## src/rtl/i2s_tx_master.sv

```systemverilog
// I2S / left-justified master transmitter: SCK and WS generation, a stereo
// sample FIFO with valid/ready input, and a frame shift register feeding sd_out.
module i2s_tx_master #(
  parameter int DATA_W     = 16,
  parameter int SLOT_W     = 32,
  parameter int CLK_DIV    = 2,
  parameter int FIFO_DEPTH = 4
) (
  input  logic                               clk,
  input  logic                               reset,
  input  logic                               enable,
  input  logic                               mode,
  input  logic                               s_valid,
  output logic                               s_ready,
  input  logic [2*DATA_W-1:0]                s_data,
  input  logic                               underrun_clr,
  output logic                               underrun,
  output logic [$clog2(FIFO_DEPTH+1)-1:0]    fifo_level,
  output logic                               busy,
  output logic                               SCK,
  output logic                               WS,
  output logic                               sd_out
);

  localparam int AW = $clog2(FIFO_DEPTH);
  localparam int LW = $clog2(FIFO_DEPTH + 1);
  localparam int FW = 2 * SLOT_W;
  localparam int CW = $clog2(FW);
  localparam int DW = (CLK_DIV > 1) ? $clog2(CLK_DIV) : 1;
  localparam logic [CW-1:0] LAST_BIT = CW'(FW - 1);
  localparam logic [CW-1:0] SLOT_BIT = CW'(SLOT_W);
  localparam logic [DW-1:0] DIV_LAST = DW'(CLK_DIV - 1);
  localparam logic [LW-1:0] FULL_LVL = LW'(FIFO_DEPTH);

  typedef enum logic {IDLE, RUN} state_t;

  logic [2*DATA_W-1:0] mem [FIFO_DEPTH];

  state_t        state_q, state_d;
  logic          mode_q, mode_d;
  logic [DW-1:0] div_q, div_d;
  logic          sck_q, sck_d;
  logic          ws_q, ws_d;
  logic          sd_q, sd_d;
  logic [CW-1:0] bit_cnt_q, bit_cnt_d;
  logic [FW-1:0] shift_q, shift_d;
  logic          busy_q, busy_d;
  logic          underrun_q, underrun_d;
  logic [AW-1:0] wr_ptr_q, wr_ptr_d;
  logic [AW-1:0] rd_ptr_q, rd_ptr_d;
  logic [LW-1:0] level_q, level_d;

  logic          push, pop, load;
  logic [CW-1:0] nxt_cnt;
  logic [FW-1:0] frame_word;

  assign s_ready = reset && (level_q != FULL_LVL);
  assign push    = s_valid && s_ready;
  assign nxt_cnt = bit_cnt_q + CW'(1);

  // An empty FIFO yields a silent frame rather than stale data.
  always_comb begin
    frame_word = '0;
    if (level_q != '0) begin
      frame_word[FW-1 -: DATA_W]     = mem[rd_ptr_q][2*DATA_W-1 -: DATA_W];
      frame_word[SLOT_W-1 -: DATA_W] = mem[rd_ptr_q][DATA_W-1:0];
    end
  end

  always_comb begin
    state_d   = state_q;
    mode_d    = mode_q;
    div_d     = div_q;
    sck_d     = sck_q;
    ws_d      = ws_q;
    sd_d      = sd_q;
    bit_cnt_d = bit_cnt_q;
    shift_d   = shift_q;
    busy_d    = busy_q;
    load      = 1'b0;
    case (state_q)
      IDLE: begin
        div_d     = '0;
        sck_d     = 1'b0;
        ws_d      = 1'b0;
        sd_d      = 1'b0;
        bit_cnt_d = '0;
        busy_d    = 1'b0;
        if (enable) begin
          state_d = RUN;
          mode_d  = mode;
          busy_d  = 1'b1;
          load    = 1'b1;
          shift_d = frame_word;
          sd_d    = mode ? frame_word[FW-1] : 1'b0;
        end
      end
      RUN: begin
        if (div_q == DIV_LAST) begin
          div_d = '0;
          sck_d = !sck_q;
          if (sck_q) begin
            if (bit_cnt_q == LAST_BIT) begin
              bit_cnt_d = '0;
              ws_d      = 1'b0;
              if (!enable) begin
                state_d = IDLE;
                busy_d  = 1'b0;
                sd_d    = 1'b0;
              end else begin
                load    = 1'b1;
                shift_d = frame_word;
                // I2S: the previous frame's last bit spills into this first SCK.
                sd_d    = mode_q ? frame_word[FW-1] : shift_q[FW-1];
              end
            end else begin
              bit_cnt_d = nxt_cnt;
              ws_d      = (nxt_cnt >= SLOT_BIT);
              shift_d   = {shift_q[FW-2:0], 1'b0};
              sd_d      = mode_q ? shift_q[FW-2] : shift_q[FW-1];
            end
          end
        end else begin
          div_d = div_q + DW'(1);
        end
      end
      default: state_d = IDLE;
    endcase

    pop        = load && (level_q != '0);
    wr_ptr_d   = wr_ptr_q + AW'(push);
    rd_ptr_d   = rd_ptr_q + AW'(pop);
    level_d    = level_q + LW'(push) - LW'(pop);
    underrun_d = (load && (level_q == '0)) ? 1'b1 :
                 (underrun_clr ? 1'b0 : underrun_q);
  end

  always_ff @(posedge clk or negedge reset) begin
    if (!reset) begin
      state_q    <= IDLE;
      mode_q     <= 1'b0;
      div_q      <= '0;
      sck_q      <= 1'b0;
      ws_q       <= 1'b0;
      sd_q       <= 1'b0;
      bit_cnt_q  <= '0;
      shift_q    <= '0;
      busy_q     <= 1'b0;
      underrun_q <= 1'b0;
      wr_ptr_q   <= '0;
      rd_ptr_q   <= '0;
      level_q    <= '0;
    end else begin
      state_q    <= state_d;
      mode_q     <= mode_d;
      div_q      <= div_d;
      sck_q      <= sck_d;
      ws_q       <= ws_d;
      sd_q       <= sd_d;
      bit_cnt_q  <= bit_cnt_d;
      shift_q    <= shift_d;
      busy_q     <= busy_d;
      underrun_q <= underrun_d;
      wr_ptr_q   <= wr_ptr_d;
      rd_ptr_q   <= rd_ptr_d;
      level_q    <= level_d;
    end
  end

  always_ff @(posedge clk) begin
    if (push) mem[wr_ptr_q] <= s_data;
  end

  assign underrun   = underrun_q;
  assign fifo_level = level_q;
  assign busy       = busy_q;
  assign SCK        = sck_q;
  assign WS         = ws_q;
  assign sd_out     = sd_q;

endmodule

```

## config.mk

```make
export PLATFORM = sky130hd
export DESIGN_NAME = i2s_tx_master
export DESIGN_NICKNAME = d
export VERILOG_FILES = /design/src/rtl/i2s_tx_master.sv
export SDC_FILE = /design/constraint.sdc
export NUM_CORES = 1
export LEC_CHECK = 0
export CORE_MARGIN = 1.5
export CORE_UTILIZATION = 59
export CTS_CLUSTER_SIZE = 12
export DETAILED_ROUTE_END_ITERATION = 12
export PLACE_DENSITY = 0.9
export SYNTH_ARGS = -nofsm -noshare
export SYNTH_HDL_FRONTEND = slang
export SYNTH_SLANG_ARGS = --single-unit
export TNS_END_PERCENT = 5
```

## constraint.sdc

```tcl
create_clock -name clk -period 4.58 [get_ports clk]
set_input_delay 0.916 -clock clk [delete_from_list [all_inputs] [get_ports clk]]
set_output_delay 0.916 -clock clk [all_outputs]
set_load 0.02 [all_outputs]
```

==> Flow_metrics.wiki, run 1 <==
{| class="wikitable"
! Metric !! Value
|-
| Switching Fraction || 26.46%
|-
| Worst slew slack as a fraction of its limit || 23.38%
|-
| Data arrival time at the worst-slack endpoint || 3550 ps
|-
| Overflow left after global routing || 0
|-
| Minimum period implied by the final worst setup slack || 3177 ps
|-
| Post-route antenna net violation count || 0
|-
| Reg power frac || 51.8%
|-
| Die span in x || 121.1 um
|-
| Layout cells sized above 1 || 14.23%
|-
| Nets in the synthesized netlist || 496
|-
| Leakage power summed over all cells || 3.721 nW
|-
| Number of core rows || 42
|-
| Mean instance size in the synthesized netlist || 18.12 um2
|-
| Count of hold-fix buffers inserted at cts || 0
|-
| Hold Fails Final Rpt || 0
|-
| Worst-margin pin slew || 1149 ps
|-
| Portion of the clock cycle consumed by the worst path in the final layout || 69.37%
|-
| Min setup slack post-route || 1403 ps
|-
| Total power divided by cell area || 517.5 nW/um2
|-
| Post-synthesis mux area share || 9.186%
|-
| Max-cap violations || 0
|-
| Number of I/O pins || 47
|-
| Kind of critical path || in2reg
|-
| Int Power || 3.617 mW
|-
| Number of setup buffers added after CTS || 0
|-
| Setup Total Neg Slack || 0 ps
|-
| Worst-Skew Late Latency || 500 ps
|-
| Drt initial violations || 625
|-
| Level count of the clock H-tree || 1
|-
| Area growth from synthesis to layout || 15.53%
|-
| Ys flop type || edfxtp_1
|-
| Cell at the root of the clock tree || clkbuf_16
|-
| Seq/Total Area, Yosys || 72.58%
|-
| Total power of the final layout || 4.918 mW
|-
| Status || completed
|-
| Count of antenna diodes in the layout || 0
|-
| Post-synthesis sequential element count || 213
|-
| Net switching power figure || 1.302 mW
|-
| XOR/XNOR Fraction of Synth Area || 0.9582%
|-
| Pre-CTS worst setup slack || 905.8 ps
|-
| Max-slew violations || 0
|-
| Floorplan die area || 14,660 um2
|-
| Number of iterations in the first detailed-routing pass || 5
|-
| Combined flip-flop and latch cell area || 5972 um2
|-
| Most common cell after layout, fill and taps aside || edfxtp_1
|-
| Initial antenna violation count || 0
|-
| Nets || 546
|-
| Floorplan die height || 121.1 um
|-
| Clock Pin Slew Worst Setup and Hold Paths || 60 ps
|-
| Number of distinct library cells after synthesis || 41
|-
| Placement-stage cell area || 8842 um2
|-
| Overall global routing resource usage || 21.60%
|-
| Number of remaining DRC errors || 0
|-
| Worst IR Drop VDD || 0.0003473 V
|-
| Area share of fa/ha/maj cells after synthesis || 0.6996%
|-
| Initial core utilization || 61.39%
|-
| Area occupied by multi-input gates || 2106 um2
|-
| Cts repair resizes || 0
|-
| Final setup violation count || 0
|-
| Sink Count || 213
|-
| Weighted congestion at the end of routability-driven global placement || 0.8754
|-
| Routed length per instance || 21.72 um
|-
| HPWL Detailed || 8579 um
|-
| Startpoint types || input port
|-
| Nature of the critical path endpoint || flop
|-
| Clock Power Share || 33.3%
|-
| Number of global-route vias before repair || 4,608
|-
| Commonest non-fill, non-tap cells in the layout || edfxtp_1 (128), dfrtp_1 (84), clkdlybuf4s50_1 (45)
|-
| Number of fill cells in the layout || 782
|-
| Number of cells produced by synthesis || 454
|-
| Complex-gate fraction of the synthesized area || 9.217%
|-
| Worst min path class || reg2reg
|-
| Worst Path Max Fanout || 34
|-
| Buffers added on ports || 46
|-
| Fraction of registers with async set/reset || 39.91%
|-
| Post-synthesis simple-gate area fraction || 5.262%
|-
| Dominant combinational cell family by area after synthesis || compound AO/OA/AOI/OAI gates
|-
| Count of flip-flops with a built-in enable after synthesis || 128
|-
| Data required time of the worst path || 4960 ps
|-
| Maximum frequency from static timing analysis || 314.8 MHz
|-
| Design Area, Final || 9504 um2
|-
| Wire length of the first global-routing pass || 24,370 um
|-
| Floorplan Core Area || 13,400 um2
|-
| Minimum hold slack || 493.8 ps
|-
| Cell area after synthesis || 8227 um2
|-
| Number of warning messages in the yosys log || 0
|-
| Worst setup skew after layout || 13.50 ps
|-
| CTS tree || built
|-
| Maximum number of pins on one net before global-route repair || 86
|-
| RSZ-0062 raised after global routing || false
|-
| Worst-case clock buffer depth || 3
|-
| Vias after detailed routing || 4,418
|-
| Num CTS Buffers || 22
|-
| Number of vias per cell after detailed routing || 6.348
|-
| Combinational share of power || 14.9%
|-
| Routed wire length || 15,120 um
|}
==> Yosys cell counts, drive strengths merged, types with 2 or more instances <==
library cell,number,area [um2]
edfxtp,128,3844
dfrtp,85,2127
and3,35,219.0
a22o,32,280.3
mux4,32,735.7
a221o,31,310.3
buf,14,93.83
clkbuf,14,52.55
nand2,14,52.55
and2,8,50.05
inv,7,26.28
xor2,5,43.79
a21boi,4,30.03
a21oi,4,23.77
o21ai,4,20.02
xnor2,4,35.03
ha,3,37.54
nand3,3,15.01
nor3,3,15.01
and4,2,17.52
mux2i,2,20.02
nor2b,2,12.51
nor3b,2,15.01
o22ai,2,12.51
or3,2,12.51
==> power groups by stage <==
stage / clock (mW) / sequential [mW] / combinational (mW)
after floorplan: 0 / 2.53 / 0.487
after global placement: 0 / 2.54 / 0.696
after detailed placement: 0 / 2.57 / 0.735
after CTS: 1.67 / 2.54 / 0.739
after global routing: 1.75 / 2.57 / 0.794
final: 1.64 / 2.55 / 0.732
==> layer usage <==
| layer | GRT usage, % | up-vias | part of all wire, % |
|---|---|---|---|
| met2 | 36.93 | 153 | 53 |
| met5 | 0 | - | 0 |
| met1 | 29.49 | 2307 | 41 |
| met3 | 3.148 | 25 | 4.6 |
| met4 | 6.103 | 0 | 1.9 |
| li1 | - | 1933 | - |
==> final cells by class <==
class,count,area share [%]
repair buffers,54,5.450
clock inverters,2,0.2238
inverters,7,0.2765
well taps,176,2.317
clock buffers,38,6.740
multi-input cells,206,22.16
flip-flops and latches,213,62.84
==> through the flow <==
stage          util [%]  cells
2_1_floorplan         -    454
3_3_place_gp      65.99    656
3_5_place_dp      65.99    656
4_1_cts           70.92    696
5_1_grt           70.92    696
6_report          70.92    696
==> sequential cells by signal, summed over array words and instances, names as in the netlist <==
| signal | cells |
|---|---|
| underrun | 1 |
| WS | 1 |
| shift_q | 64 |
| busy | 1 |
| fifo_level | 3 |
| mode_q | 1 |
| sd_out | 1 |
| wr_ptr_q | 2 |
| div_q | 1 |
| mem | 128 |
| SCK | 1 |
| rd_ptr_q | 2 |
| bit_cnt_q | 6 |
| state_q | 1 |
==> worst paths after layout <==
check                        startpoint            end  slack (ps)  cells after the start
min                          shift_q[0]     shift_q[0]         490                      1
max in group asynchronous         reset    rd_ptr_q[0]        3180                      2
min in group asynchronous         reset  fifo_level[2]         690                      2
min reg2reg                  shift_q[0]     shift_q[0]         490                      1
max                              enable  fifo_level[2]        1400                      9
max reg2reg                bit_cnt_q[0]  fifo_level[2]        1800                      9
==> critical path, cell delays in order <==
cell and delay, ps:
clkdlybuf4s50_1 640, and4_1 280, a21o_2 480, and2_1 280, xnor2_1 90, ha_1 200, fa_1 370, xor2_1 160
xnor2_1 130
==> logic make-up after synthesis <==
kind of cell / Yosys count
AO/OA/AOI/OAI: 84
AND/OR/NAND/NOR: 75
multiplexers: 34
flip-flops: 213
buffers and inverters: 35
XOR/XNOR: 9
adder cells (fa/ha/maj): 4
No activity file was read; power rests on OpenSTA's default activity.
==> inputs of run 2 (changes only) <==
--- a/config.mk
+++ b/config.mk
@@ -6,10 +6,10 @@
 export NUM_CORES = 1
 export LEC_CHECK = 0
 export CORE_MARGIN = 1.5
-export CORE_UTILIZATION = 59
+export CORE_UTILIZATION = 53
 export CTS_CLUSTER_SIZE = 12
 export DETAILED_ROUTE_END_ITERATION = 12
-export PLACE_DENSITY = 0.9
+export PLACE_DENSITY = 0.86
 export SYNTH_ARGS = -nofsm -noshare
 export SYNTH_HDL_FRONTEND = slang
 export SYNTH_SLANG_ARGS = --single-unit
==> constraint.sdc (replaced) <==
create_clock -name clk -period 2.75 [get_ports clk]
set_input_delay 0.55 -clock clk [delete_from_list [all_inputs] [get_ports clk]]
set_output_delay 0.55 -clock clk [all_outputs]
set_load 0.02 [all_outputs]
==> Flow_metrics.wiki, run 2 (synthesis results as in run 1) <==
{| class="wikitable"
! Metric !! Value
|-
| Status || completed
|-
| Number of vias per cell after detailed routing || 6.199
|-
| Net switching power figure || 2.228 mW
|-
| Switching Fraction || 26.58%
|-
| Placement-stage cell area || 9047 um2
|-
| Count of hold-fix buffers inserted at cts || 0
|-
| Routed length per instance || 22.00 um
|-
| Post-route antenna net violation count || 0
|-
| Number of setup buffers added after CTS || 0
|-
| Number of global-route vias before repair || 4,648
|-
| Setup Total Neg Slack || 0 ps
|-
| CTS tree || built
|-
| Portion of the clock cycle consumed by the worst path in the final layout || 88.13%
|-
| Maximum number of pins on one net before global-route repair || 67
|-
| Buffers added on ports || 46
|-
| Initial antenna violation count || 0
|-
| Number of core rows || 45
|-
| Sink Count || 213
|-
| Maximum frequency from static timing analysis || 412.6 MHz
|-
| Worst-margin pin slew || 788.6 ps
|-
| Floorplan die area || 16,280 um2
|-
| Data required time of the worst path || 3130 ps
|-
| HPWL Detailed || 9406 um
|-
| Num CTS Buffers || 22
|-
| Area growth from synthesis to layout || 18.25%
|-
| Most common cell after layout, fill and taps aside || edfxtp_1
|-
| Overflow left after global routing || 0
|-
| Overall global routing resource usage || 20.42%
|-
| Final setup violation count || 0
|-
| Leakage power summed over all cells || 3.815 nW
|-
| Drt initial violations || 325
|-
| Largest registers || mem: 128 flops, shift_q: 64 flops, bit_cnt_q: 6 flops
|-
| Hold Fails Final Rpt || 0
|-
| Int Power || 6.154 mW
|-
| Worst-Skew Late Latency || 510 ps
|-
| Crit path max-delay cell type || dfrtp_1
|-
| Commonest non-fill, non-tap cells in the layout || edfxtp_1 (128), dfrtp_1 (84), clkdlybuf4s50_1 (45)
|-
| Reg-to-reg startpoint || bit_cnt_q[0]
|-
| Number of flip-flops in the largest register || 128
|-
| Clock Power Share || 33.3%
|-
| Reg power frac || 50.4%
|-
| Minimum period implied by the final worst setup slack || 2423 ps
|-
| Total power of the final layout || 8.382 mW
|-
| Number of I/O pins || 47
|-
| Vias after detailed routing || 4,457
|-
| Routed wire length || 15,820 um
|-
| Worst-case clock buffer depth || 3
|-
| Max-cap violations || 0
|-
| Number of remaining DRC errors || 0
|-
| Worst R2R End || fifo_level[2]
|-
| Cell-by-cell trace of the critical path || ha_1, and4_1, a21o_2, and2_1, xnor2_1, ha_1, fa_1, xor2_1, xnor2_1
|-
| Worst min path class || in2async
|-
| Nature of the critical path endpoint || flop
|-
| Reg2Reg Depth || 9
|-
| Total power divided by cell area || 861.7 nW/um2
|-
| Pre-CTS worst setup slack || 33.90 ps
|-
| Worst setup skew after layout || 15.94 ps
|-
| Data arrival time at the worst-slack endpoint || 2810 ps
|-
| Count of antenna diodes in the layout || 0
|-
| Layout cells sized above 1 || 15.82%
|-
| Minimum setup slack among reg-to-reg paths || 330 ps
|-
| Minimum hold slack || 33.00 ps
|-
| Combinational share of power || 16.3%
|-
| Number of iterations in the first detailed-routing pass || 4
|-
| Largest register by flop count || mem
|-
| Min setup slack post-route || 326.5 ps
|-
| Design Area, Final || 9728 um2
|-
| Startpoint types || flop
|-
| Floorplan Core Area || 15,200 um2
|-
| Cts repair resizes || 0
|-
| Die span in x || 127.6 um
|-
| Weighted congestion at the end of routability-driven global placement || 0.8322
|-
| Cell at the root of the clock tree || clkbuf_16
|-
| Nets || 557
|-
| Floorplan die height || 127.6 um
|-
| Kind of critical path || reg2reg
|-
| Worst Path Max Fanout || 5
|-
| Max-slew violations || 0
|-
| Worst slew slack as a fraction of its limit || 47.43%
|-
| Initial core utilization || 54.12%
|-
| Critical Path Max Stage Delay || 410 ps
|-
| Clock Pin Slew Worst Setup and Hold Paths || 60 ps
|-
| Wire length of the first global-routing pass || 25,670 um
|-
| Worst IR Drop VDD || 0.0005756 V
|-
| RSZ-0062 raised after global routing || false
|-
| Level count of the clock H-tree || 1
|}
[run 2: through the flow]
stage                     cells  util, %
after floorplan             454        -
after global placement      679    59.51
after detailed placement    679    59.51
after CTS                   719    63.99
after global routing        719    63.99
final                       719    63.99
[run 2: metal layers]
| metal | vias up | track usage [%] | share of wire (%) |
|---|---|---|---|
| met4 | 0 | 5.354 | 1.4 |
| li1 | 1957 | - | - |
| met3 | 19 | 3.308 | 5.5 |
| met2 | 158 | 34.85 | 52 |
| met1 | 2323 | 27.81 | 41 |
| met5 | - | 0 | 0 |
[run 2: worst max-delay path: cells and delay by family (launching register included)]
| family | cells | cell delay (ps) |
|---|---|---|
| flops | 1 | 410 |
| xor+xnor | 3 | 430 |
| fa+ha+maj | 3 | 850 |
| compound gates | 1 | 210 |
| simple gates | 2 | 400 |
[run 2: power groups by stage]
stage	Clock, mW	Combinational, mW	Sequential, mW
floorplan	0	0.829	4.22
global placement	0	1.30	4.22
detailed placement	0	1.38	4.27
CTS	2.86	1.38	4.22
global route	2.97	1.49	4.27
finish	2.79	1.37	4.22
[run 2: how the worst max path moves through the flow]
| stage | end | start |
|---|---|---|
| after detailed placement | fifo_level[2] | enable |
| after global placement | fifo_level[2] | enable |
| final | fifo_level[2] | bit_cnt_q[0] |
| after CTS | s_ready | fifo_level[1] |
| after global routing | s_ready | fifo_level[1] |
| after floorplan | mem[1][0] | fifo_level[1] |
[run 2: cell type report]
cell class	count	area, um2
clock buffer	38	620.6
sequential	213	5972
inverter	7	26.28
fill	1003	5474
multi-input combinational	206	2126
tap	188	235.2
timing repair buffer	65	688.2
clock inverter	2	60.06
==> RTL edit 1, RTL diff (settings of run 2) <==
Add an input register stage for `mode`, cleared by the reset; this delays it by one clock. The other inputs are not delayed to match.
--- a/src/rtl/i2s_tx_master.sv
+++ b/src/rtl/i2s_tx_master.sv
@@ -34,4 +34,14 @@
 
   typedef enum logic {IDLE, RUN} state_t;
+
+  logic mode_r;
+
+  always_ff @(posedge clk or negedge reset) begin
+    if (!reset) begin
+      mode_r <= '0;
+    end else begin
+      mode_r <= mode;
+    end
+  end
 
   logic [2*DATA_W-1:0] mem [FIFO_DEPTH];
@@ -89,9 +99,9 @@
         if (enable) begin
           state_d = RUN;
-          mode_d  = mode;
+          mode_d  = mode_r;
           busy_d  = 1'b1;
           load    = 1'b1;
           shift_d = frame_word;
-          sd_d    = mode ? frame_word[FW-1] : 1'b0;
+          sd_d    = mode_r ? frame_word[FW-1] : 1'b0;
         end
       end
Behaviour: not the same (a bounded check fails within 4 cycles, from zero or initial values and one cycle with reset low).
==> RTL edit 1 against run 2 <==
- cell count increased by 0.14%
- first-iteration DRC count grew 4.6%
- sequential cell count is 1 higher
- wire length is 2.9% lower
- utilization down 0.13 points
- area after synthesis grew 0.30%
- largest power group unchanged
- total power is 1.4% lower
- setup slack got worse by 11 ps
- final area fell by 0.21%
==> RTL edit 1: results (changes against run 2) <==
vias in the first global route 4720 (was 4648); first-pass GRT wire length 25200 µm (was 25700 µm); Max VDD drop 0.553 mV (was 0.576 mV); Syn Inst Count 455 (was 454); root buffer cell clkbuf_16 (unchanged); Synth Area in XOR/XNOR 0.00955 (was 0.00958); DP Worst Slack 7.66 ps (was 33.9 ps); ys flop type edfxtp_1 (unchanged); fin nets 558 (was 557); layout cells sized above 1 0.160 (was 0.158); share of the yosys chip area belonging to registers 0.727 (was 0.726); Placed Cells 680 (was 679); worst endpoint data arrival time 1880 ps (was 2810 ps); LEAKAGE 3.82 nW (was 3.81 nW); Layout Area Growth over Synthesis 17.6% (was 18.3%); post-synthesis compound-gate area fraction 0.0919 (was 0.0922); via count 4449 (was 4457); gr usage total 0.197 (was 0.204); fillers 1010 (was 1003); skew final 23.1 ps (was 15.9 ps); Setup Buffers After CTS 0 (unchanged); detailed placer's ending HPWL 8710 µm (was 9410 µm); DRT iter0 DRCs 340 (was 325); Post-Synth Adder-Cell Area 0.00697 (was 0.00700); syn nets 497 (was 496); Area contributors post-synth edfxtp_1 (47%), dfrtp_1 (26%), mux4_2 (7.6%), a221o_1 (3.8%), a22o_1 (3.4%) (was edfxtp_1 (47%), dfrtp_1 (26%), mux4_2 (7.7%), a221o_1 (3.8%), a22o_1 (3.4%)); synth cell count leaders edfxtp_1 (128), dfrtp_1 (86), and3_1 (35) (was edfxtp_1 (128), dfrtp_1 (85), and3_1 (35)); total CTS buffers 22 (unchanged); Yosys warnings 0 (unchanged); Layout Cells excl Fill 720 (was 719); largest net degree at the start of global routing 87 (was 67); status finished, final reports clean (unchanged); gpl congestion 0.794 (was 0.832); proportion of synthesized area in mux cells 0.0916 (was 0.0919); Rel. slew slack 0.299 (was 0.474); Synth async-reset ratio 0.402 (was 0.399); drt wl/cell 21.3 µm (was 22.0 µm); Post-synth EDFFs 128 (unchanged)
[RTL edit 1: cell type report]
type | instances | share of cell area
Sequential cell | 214 | 0.618
Multi-Input combinational cell | 206 | 0.219
Timing Repair Buffer | 65 | 0.0683
Clock buffer | 37 | 0.0635
Tap cell | 188 | 0.0242
Clock inverter | 3 | 0.00451
Inverter | 7 | 0.00271
[RTL edit 1: power breakdown]
group          internal (mW)  switching (mW)
registers               3.92           0.321
logic                  0.605           0.727
clock network           1.54            1.15
total                   6.06            2.20
[RTL edit 1: how the worst max path moves through the flow]
stage / slack [ps] / endpoint / from
floorplan: 90 / mem[1][0]$_DFFE_PP_ / fifo_level[1]$_DFF_PN0_
global placement: 80 / fifo_level[2]$_DFF_PN0_ / enable
detailed placement: 8 / fifo_level[2]$_DFF_PN0_ / enable
CTS: 290 / s_ready / fifo_level[1]$_DFF_PN0_
global route: 220 / s_ready / fifo_level[1]$_DFF_PN0_
finish: 320 / s_ready / fifo_level[1]$_DFF_PN0_
[RTL edit 1: logic make-up after synthesis]
| logic type | Yosys count |
|---|---|
| buffers and inverters | 35 |
| adder cells (fa/ha/maj) | 4 |
| multiplexers | 34 |
| flip-flops | 214 |
| XOR/XNOR | 9 |
| AO/OA/AOI/OAI | 84 |
| AND/OR/NAND/NOR | 75 |
[RTL edit 1: worst max-delay path: stages (launching register included)]
cell and delay (ps):
dfrtp_1 420, nor2_1 70, a21boi_1 220, clkdlybuf4s50_1 690
[RTL edit 1: metrics by stage]
step                hold slack (ps)  power (mW)
finish                          362        8.26
global route                    449        8.60
CTS                             392        8.32
detailed placement              483        5.61
global placement                470        5.51
floorplan                       254        5.06
[RTL edit 1: per-layer routing]
metal | vias to the layer above | GRT usage | routed length [µm]
li1 | 1960 | - | -
met1 | 2325 | 0.272 | 6680
met2 | 140 | 0.337 | 7700
met3 | 24 | 0.0317 | 726
met4 | 0 | 0.0430 | 240
met5 | - | 0 | 0
==> RTL edit 2, RTL diff (config.mk and constraints of run 2) <==
Without the edit above. Set the parameter `DATA_W` to 24 (it was 16).
--- a/src/rtl/i2s_tx_master.sv
+++ b/src/rtl/i2s_tx_master.sv
@@ -2,5 +2,5 @@
 // sample FIFO with valid/ready input, and a frame shift register feeding sd_out.
 module i2s_tx_master #(
-  parameter int DATA_W     = 16,
+  parameter int DATA_W     = 24,
   parameter int SLOT_W     = 32,
   parameter int CLK_DIV    = 2,
Ports: changed (resized s_data); port bits go from 47 to 63. No check against the original RTL was run, so the function may have changed too.
==> RTL edit 2 against run 2 <==
- area after synthesis is 30% higher
- wire length rose by 25%
- worst hold slack better by 46 ps
- utilization about the same
- final area is 29% higher
- global-route usage is 1.0 points lower
- cell count grew 27%
- sequential cell count grew 64
- total power is 30% higher
- combinational power is 29% higher
- register-to-register slack better by 30 ps
- maximum frequency is 1.0% higher
- setup slack improved by 24 ps
- largest power group unchanged
==> RTL edit 2: results (changes against run 2) <==
number of distinct library cells after synthesis 46 (was 41); total CTS buffers 28 (was 22); crit path launch type register (unchanged); Synth async-reset ratio 0.307 (was 0.399); grt met1 use 0.255 (was 0.278); antenna-violating nets left 0 (unchanged); switching fraction of total power 0.252 (was 0.266); drt wl/cell 21.5 µm (was 22.0 µm); DP Worst Slack 107 ps (was 33.9 ps); detailed placer's ending HPWL 11600 µm (was 9410 µm); Net Switching 2.75 mW (was 2.23 mW); syn nets 607 (was 496); largest net degree at the start of global routing 65 (was 67); via count 5421 (was 4457); post-place instance area 11700 µm² (was 9050 µm²); maximum clock path buffer count 3 (unchanged); status finished, final reports clean (unchanged); Top Registers mem: 192 flops, shift_q: 64 flops, bit_cnt_q: 6 flops (was mem: 128 flops, shift_q: 64 flops, bit_cnt_q: 6 flops); gr usage total 0.194 (was 0.204); initial antenna violation count 0 (unchanged); gpl congestion 0.833 (was 0.832); fin nets 687 (was 557); met3 Resource Use GR 0.0340 (was 0.0331); Placed Cells 864 (was 679); DRT iter0 DRCs 517 (was 325); layout cells sized above 1 0.186 (was 0.158); M1 WL 7950 µm (was 6510 µm); Tmin final 2400 ps (was 2420 ps); LEAKAGE 4.93 nW (was 3.81 nW); Min Hold Slack 78.7 ps (was 33.0 ps); FF-to-FF Start bit_cnt_q[0]$_DFFE_PN0P_ (unchanged); share of the yosys chip area belonging to registers 0.739 (was 0.726); worst endpoint data arrival time 1850 ps (was 2810 ps); synth cell count leaders edfxtp_1 (192), dfrtp_1 (85), a22o_1 (63) (was edfxtp_1 (128), dfrtp_1 (85), and3_1 (35)); Yosys warnings 0 (unchanged); ys flop type edfxtp_1 (unchanged); Worst-Skew Late Latency 530 ps (was 510 ps); Max VDD drop 0.475 mV (was 0.576 mV); Setup crit end s_ready (was fifo_level[2]$_DFF_PN0_); met3 wire length 1160 µm (was 868 µm); Area contributors post-synth edfxtp_1 (54%), dfrtp_1 (20%), mux4_2 (10%), a22o_1 (5.2%), a21o_1 (3.3%) (was edfxtp_1 (47%), dfrtp_1 (26%), mux4_2 (7.7%), a221o_1 (3.8%), a22o_1 (3.4%)); first-pass GRT wire length 32100 µm (was 25700 µm); H-tree depth 1 (unchanged); TritonRoute pass-1 iters 5 (was 4); reg2reg path depth 9 (unchanged); vias in the first global route 5930 (was 4648); Least-Margin Pin Slew 665 ps (was 789 ps); skew final 9.22 ps (was 15.9 ps); met2 usage in global routing 0.337 (was 0.348); I/O Buffers 62 (was 46); met2 wire len 10300 µm (was 8210 µm); Post-synth EDFFs 192 (was 128); worst r2r dst fifo_level[2]$_DFF_PN0_ (unchanged); sequential power 5.53 mW (was 4.22 mW); syn avg cell area 19.4 µm² (was 18.1 µm²); Setup crit start fifo_level[2]$_DFF_PN0_ (was bit_cnt_q[0]$_DFFE_PN0P_); flop2flop setup slack 360 ps (was 330 ps); Layout Cells excl Fill 916 (was 719); crit path max fanout 3 (was 5); most used routing layer met2 (unchanged)
==> RTL edit 2: cell types whose count changed in the layout (fill, tap and decap cells not counted), sizes merged, moves of 31 or more <==
cell	change
a22o	+31
and3	-34
a221o	-31
edfxtp	+64
a21o	+46
==> RTL edit 2: cell families (layout without fill, tap and decap cells) <==
logic type,after synthesis,count (layout),share of synthesized area
compound gates,128,128,0.0996
xor+xnor,9,9,0.00738
fa+ha+maj,4,4,0.00539
buf+inv,37,139,0.0240
flops,277,277,0.739
mux,50,50,0.103
simple gates,44,44,0.0211
==> RTL edit 2: area by class of cell <==
type	instances	area, µm²
clock buffers	50	846
clock inverters	2	35.0
fillers	1259	7060
inverters	5	18.8
multi-input cells	235	2580
flip-flops and latches	277	7900
well taps	265	332
repair buffers	82	818
==> RTL edit 2: critical path, stage by stage (launching register included) <==
cell and delay [ps]:
dfrtp_1 370, buf_4 160, a21boi_4 170, clkdlybuf4s50_1 620
